[config.mk]
export PLATFORM = sky130hd
export DESIGN_NAME = mult_arbiter
export DESIGN_NICKNAME = d
export VERILOG_FILES = /design/src/rtl/mult_arbiter.sv
export SDC_FILE = /design/constraint.sdc
export NUM_CORES = 1
export LEC_CHECK = 0
export ABC_AREA = 1
export CAP_MARGIN = 20
export CORE_AREA = 2 2 90 92
export CTS_BUF_LIST = sky130_fd_sc_hd__clkbuf_2 sky130_fd_sc_hd__clkbuf_4 sky130_fd_sc_hd__clkbuf_8
export DETAILED_ROUTE_END_ITERATION = 16
export DIE_AREA = 0 0 92 94
export PLACE_DENSITY = 0.79
export REMOVE_ABC_BUFFERS = 1
export SYNTH_ARGS = -nofsm -noshare
export SYNTH_HDL_FRONTEND = slang
export SYNTH_SLANG_ARGS = --single-unit
[constraint.sdc]
create_clock -name CLOCK -period 2.5 [get_ports CLOCK]
set_input_delay 0.75 -clock CLOCK [delete_from_list [all_inputs] [get_ports CLOCK]]
set_output_delay 0.75 -clock CLOCK [all_outputs]
set_load 0.03 [all_outputs]
[src/rtl/mult_arbiter.sv]
// Round-robin front end that shares one shift-and-add multiplier among N_REQ requesters.
// GNT to DONE takes multiplier latency + 3 cycles; requests are only arbitrated while IDLE.
module mult_arbiter #(
  parameter int tamano  = 8,
  parameter int N_REQ   = 4,
  parameter int TIMEOUT = 64
) (
  input  logic                    CLOCK,
  input  logic                    RESET,
  input  logic [N_REQ-1:0]        REQ,
  input  logic [N_REQ*tamano-1:0] A_IN,
  input  logic [N_REQ*tamano-1:0] B_IN,
  output logic [N_REQ-1:0]        GNT,
  output logic [N_REQ-1:0]        DONE,
  output logic [2*tamano-1:0]     RESULT,
  output logic                    ERR,
  output logic                    BUSY,
  output logic                    MULT_START,
  output logic [tamano-1:0]       MULT_A,
  output logic [tamano-1:0]       MULT_B,
  input  logic [2*tamano-1:0]     MULT_S,
  input  logic                    MULT_END
);

  localparam int PW  = (N_REQ > 1) ? $clog2(N_REQ) : 1;
  localparam int PW1 = PW + 1;
  localparam int WW  = (TIMEOUT > 2) ? $clog2(TIMEOUT) : 1;

  typedef enum logic [1:0] {
    S_IDLE,
    S_LAUNCH,
    S_WAIT,
    S_RESPOND
  } state_t;

  state_t                state_q, state_d;
  logic [PW-1:0]         ptr_q, ptr_d;
  logic [PW-1:0]         win_q, win_d;
  logic [tamano-1:0]     a_q, a_d;
  logic [tamano-1:0]     b_q, b_d;
  logic [2*tamano-1:0]   result_q, result_d;
  logic                  err_q, err_d;
  logic [WW-1:0]         wd_q, wd_d;
  logic                  seen_low_q, seen_low_d;

  logic                  pick_vld;
  logic [PW-1:0]         pick_idx;

  // First requester at or above the pointer, wrapping explicitly for non-power-of-2 N_REQ.
  always_comb begin
    logic [PW1-1:0] sum;
    pick_vld = 1'b0;
    pick_idx = '0;
    sum      = '0;
    for (int k = 0; k < N_REQ; k++) begin
      sum = {1'b0, ptr_q} + PW1'(k);
      if (sum >= PW1'(N_REQ)) begin
        sum = sum - PW1'(N_REQ);
      end
      if (!pick_vld && REQ[sum[PW-1:0]]) begin
        pick_vld = 1'b1;
        pick_idx = sum[PW-1:0];
      end
    end
  end

  always_comb begin
    state_d    = state_q;
    ptr_d      = ptr_q;
    win_d      = win_q;
    a_d        = a_q;
    b_d        = b_q;
    result_d   = result_q;
    err_d      = err_q;
    wd_d       = wd_q;
    seen_low_d = seen_low_q;
    case (state_q)
      S_IDLE: begin
        if (pick_vld) begin
          win_d   = pick_idx;
          a_d     = A_IN[pick_idx*tamano +: tamano];
          b_d     = B_IN[pick_idx*tamano +: tamano];
          state_d = S_LAUNCH;
        end
      end
      S_LAUNCH: begin
        wd_d       = '0;
        seen_low_d = 1'b0;
        state_d    = S_WAIT;
      end
      S_WAIT: begin
        wd_d = wd_q + WW'(1);
        if (!MULT_END) begin
          seen_low_d = 1'b1;
        end
        // A high END only counts once it has been seen low since launch.
        if (MULT_END && seen_low_q) begin
          result_d = MULT_S;
          err_d    = 1'b0;
          state_d  = S_RESPOND;
        end else if (wd_q == WW'(TIMEOUT - 1)) begin
          result_d = '0;
          err_d    = 1'b1;
          state_d  = S_RESPOND;
        end
      end
      S_RESPOND: begin
        err_d   = 1'b0;
        ptr_d   = (win_q == PW'(N_REQ - 1)) ? '0 : win_q + PW'(1);
        state_d = S_IDLE;
      end
      default: state_d = S_IDLE;
    endcase
  end

  always_ff @(posedge CLOCK or negedge RESET) begin
    if (!RESET) begin
      state_q    <= S_IDLE;
      ptr_q      <= '0;
      win_q      <= '0;
      a_q        <= '0;
      b_q        <= '0;
      result_q   <= '0;
      err_q      <= 1'b0;
      wd_q       <= '0;
      seen_low_q <= 1'b0;
    end else begin
      state_q    <= state_d;
      ptr_q      <= ptr_d;
      win_q      <= win_d;
      a_q        <= a_d;
      b_q        <= b_d;
      result_q   <= result_d;
      err_q      <= err_d;
      wd_q       <= wd_d;
      seen_low_q <= seen_low_d;
    end
  end

  // GNT is gated by RESET so it drops at once when reset is asserted.
  always_comb begin
    GNT  = '0;
    DONE = '0;
    if (RESET && state_q == S_IDLE && pick_vld) begin
      GNT[pick_idx] = 1'b1;
    end
    if (state_q == S_RESPOND) begin
      DONE[win_q] = 1'b1;
    end
  end

  assign RESULT     = result_q;
  assign ERR        = err_q;
  assign BUSY       = (state_q != S_IDLE);
  assign MULT_START = (state_q == S_LAUNCH);
  assign MULT_A     = a_q;
  assign MULT_B     = b_q;

endmodule

# Word level (Yosys, flattened, before mapping)
# Cells that the tools add are included.
# word_totals
register_bits,46
inputBits,87
out_inout_bits,43
elab_cells,100
# classes
add_sub_neg,9
magnitude_cmp,12
eq_ne,8
shifts,2
muxes,39
n_reduce_logical,21
# op_table
op,n
variable part select 32 x 6 -> 8 bit,2
2-to-1 mux 16 bit,2
2-to-1 mux 2 bit,12
"less-than comparator 2 x 3 -> 1 bit, second input constant",6
2-to-1 mux 1 bit,13
case mux 6 bit (2 select lines),1
AND reduction 2 bit,5
"greater-or-equal comparator 3 bit, second input constant",3
binary-select mux 1 bit (select 2 bit),4
logical AND 1 bit,8
2-to-1 mux 4 bit,2
case mux 2 bit (4 select lines),1
nonzero test 2 bit,4
"subtractor 2 x 1 -> 2 bit, second input constant",4
"adder 2 x 2 -> 3 bit, second input constant",2
"adder 6 x 1 -> 6 bit, second input constant",1
"== test 2 bit, second input constant",3
"== test 6 bit, second input constant",1
demux 1 bit (select 2 bit),2
"greater-or-equal comparator 2 x 1 -> 1 bit, second input constant",2
"inequality test 2 bit, second input constant",2
case mux 1 bit (2 select lines),2
"adder 2 x 1 -> 3 bit, second input constant",1
"greater-or-equal comparator 2 x 3 -> 1 bit, second input constant",1
5 further kinds,7

# Depth between registers and ports, before layout
# logic_depth
word_depth,19
depth_mapped,16
ltp_nobuf,15

# Least setup slack after synthesis
# Ideal clock, no wire load.
# synth_timing
path_kind,input port to output port
start,input port REQ[1]
end,output port GNT[2]
arrival_ns,2.418
required_time_ns,1.750
slack_ns,-0.668
path_stages,12
n_path_buf,1
path_cell_list,inv_1 -> nand2_2 -> nand3_1 -> nand2_2 -> nor2_4 -> nand2_2 -> nand2_1 -> inv_1 -> nor2_2 -> nor2_8 -> buf_6 -> nor3_1
# synth_via
elab_chain_cells,17
# synth_rtl
element,line,source
from (decl),10,"input logic [N_REQ-1:0] REQ,"
binary-select mux 1 bit (select 2 bit),60,if (!pick_vld && REQ[sum[PW-1:0]]) begin
2-to-1 mux 1 bit (not written as such),60,
2-to-1 mux 1 bit,60,
logical NOT 1 bit,60,
logical AND 1 bit,60,
2-to-1 mux 1 bit,60,
logical NOT 1 bit,60,
logical AND 1 bit,60,
2-to-1 mux 1 bit,60,
logical NOT 1 bit,60,
logical AND 1 bit,60,
2-to-1 mux 2 bit,60,
less-than comparator 2 x 3 -> 1 bit (not written as such) or greater-or-equal comparator 2 x 1 -> 1 bit (tied branches),145,GNT[pick_idx] = 1'b1;
logical AND 1 bit (not written as such),145,
2-to-1 mux 1 bit (not written as such),145,
demux 1 bit (select 2 bit),145,
2-to-1 mux 4 bit *,144,if (RESET && state_q == S_IDLE && pick_vld) begin
to (decl),13,"output logic [N_REQ-1:0] GNT,"
# Mark *: on every way between the ends. The rest lies on a longest branch, timed or not. The select of a mux whose other input is x is not followed.

# Final worst setup path
# layout_timing
start,input port REQ[2]
end,output port GNT[0]
# Same word-level chain as after synthesis.

==> impl_metrics.tcl <==
set metrics [dict create \
    outcome "finished with violations" \
    violations "negative setup slack" \
    design.core.area_um2 7610 \
    firstDrtPassIters 4 \
    drt_iter0_markers 148 \
    ys_types 31 \
    cts-root-buf "clkbuf_8" \
    finalHoldViolations 0 \
    hpwl_um 6660 \
    tightestPinTransition_ps 572 \
    antenna_left 0 \
    yosysWarningCount 0 \
    cp-end-kind "primary output" \
    insertion_delay_ps 300 \
    port_buffers 129 \
    worstSetupPathType "in -> out" \
    reg2reg_slack_ps 390 \
    async_flop_share_pct 100 \
    drv_cap 0 \
    ctsHoldBuffers 0 \
    final-max-slew-violation-count 0 \
    drc 0 \
    period_minus_slack_ps 2880 \
    post-route-util_pct 62.1 \
    h-tree-depth 2 \
    nFillCells 688 \
    vias_per_cell 4.88 \
    synth_most_common_cell "nand2_1" \
    first_global_vias 3416 \
    fin_nets 688 \
    relSlewSlack_pct 61.8 \
    synth_edf_count 0 \
    min_period_over_period_pct 115 \
    wl_per_cell_um 13.5 \
    vias 3386 \
    avgSynthCellArea_um2 6.66 \
    post_dp_cell_area_um2 4400 \
    gp_congestion 0.842 \
    cts.sinks 46 \
    grt_max_degree 47 \
    finalPower_mw 6.80 \
    gr-total-overflow 0 \
    synth_area_um2 3000 \
    cp.arrival_ps 2130 \
    path_clk_slew_ps 80 \
    grt_pass1_wl_um 15400 \
    synth-seq-cells 46 \
    cp_data_required_time_ps 1750 \
    antenna_found_initial 0 \
    syn_inst 451 \
    initial_utilization_pct 39.5 \
    pre_cts_slack_ps -731 \
    drive_above_1_share_pct 15.7 \
    die-area_um2 8650 \
    synth_area_leaders "dfrtp_1, nand2_1, nand3_1" \
    ys_seq_area_share_pct 38.3 \
    cts_buffers 5 \
    synth_commonest_cells "nand2_1, nand3_1, dfrtp_1, inv_1, ha_1" \
    pin_count 130 \
    fin_ws_ps -380 \
    areaGrowthSynthToFinish_pct 57.3 \
    clock_path_buffers 2 \
    grt_usage_pct 21.8 \
    row_count 32 \
    p_leak_nw 2.45 \
    cts_tree "built" \
    startpoint_type "input port" \
    synth_area_leader_cell "dfrtp_1" \
    skew_ps 8.56 \
    crit_fanout 5 \
    die_y_um 94 \
    rsz0062_at_grt "true" \
    hold_path.class "reg -> reg" \
    antennaDiodeCount 0 \
    fmax_mhz 347 \
    synthFlopType "dfrtp_1" \
    wl_um 9350 \
    die-width_um 92 \
    vdd_ir_drop_max_mv 0.634 \
    finalInstanceArea_um2 4720 \
    power_density_nw_per_um2 1440 \
    synth_top_area_share_pct 38.3 \
    setup_viol 4 \
]
==> metal layers <==
metal	part of all wire (%)	vias up	GRT usage (%)
li1	-	1687	-
met1	39	1566	25.1
met2	53	109	40.7
met3	5.1	24	4.33
met4	2.7	0	6.47
met5	0	-	0
==> cell families (layout without fill, tap and decap cells) <==
logic type | Yosys count | in the layout | share of synthesized area, %
AO/OA/AOI/OAI | 23 | 23 | 4.75
adder cells (fa/ha/maj) | 10 | 10 | 4.16
buffers and inverters | 48 | 189 | 7.29
flip-flops | 46 | 46 | 38.3
AND/OR/NAND/NOR | 324 | 324 | 45.5
==> placed cells by master, fill, tap and decap left out, drive strengths merged <==
cell type,instances
a211oi,1
a21oi,8
a41oi,1
and3,1
buf,34
clkbuf,6
clkdlybuf4s50,114
clkinv,4
clkinvlp,1
dfrtp,46
dlygate4sd2,5
dlymetal6s2s,1
ha,10
inv,24
nand2,249
nand3,54
nor2,13
nor3,7
o21a,1
o21ai,9
o21bai,1
o22ai,1
o2bb2ai,1
==> critical path, stage by stage <==
cell	delay [ps]
buf_2	120
inv_2	60
nand2_2	100
nand3_4	90
nand2_4	60
buf_4	140
a21oi_1	180
nand2_2	100
nand2_4	120
inv_2	70
nor3_4	190
buf_6	150
==> state kept, by name, summed over array words and instances, names as in the netlist <==
register and flops:
ERR 1, MULT_A 8, MULT_B 8, RESULT 16, ptr_q 2, seen_low_q 1, state_q 2, wd_q 6
win_q 2
==> worst paths after layout <==
check / startpoint / to / depth (start not counted)
worst max-delay path: REQ[2] / GNT[0] / 12
worst min-delay path: RESULT[3] / RESULT[3] / 2
worst max register to register: ptr_q[1] / MULT_A[7] / 15
worst min register to register: RESULT[3] / RESULT[3] / 2
max in group asynchronous: RESET / ptr_q[1] / 2
min in group asynchronous: RESET / RESULT[12] / 2
==> per-stage QoR <==
step	std cells	TNS, ps	hold WS [ps]
3_3_place_gp	676	-4370	454
2_1_floorplan	430	-3680	454
3_5_place_dp	676	-5930	458
4_1_cts	688	-1120	480
6_report	694	-1390	476
5_1_grt	694	-1730	505
==> report_power, final <==
part | switching, mW | leakage [nW] | internal, mW | total, mW
sequential | 0.222 | 0.582 | 1.07 | 1.30
clock | 0.247 | 0.0472 | 0.222 | 0.469
combinational | 3.16 | 1.82 | 1.87 | 5.03
==> final cells by class <==
type                            count  area (µm²)  area share, %
Multi-Input combinational cell    357        1780           37.6
Timing Repair Buffer              154        1460           30.9
Sequential cell                    46        1150           24.4
Tap cell                          102         128           2.70
Inverter                           27         111           2.36
Clock buffer                        6        82.6           1.75
Clock inverter                      2        12.5          0.265
==> repair_timing <==
action                     in CTS  in global routing
setup endpoints to repair       9                  5
gates resized for setup        45                 30
pin swaps                      16                  8
cloned                          0                  1
setup buffers                   4                  5
No activity file was read; power rests on OpenSTA's default activity.
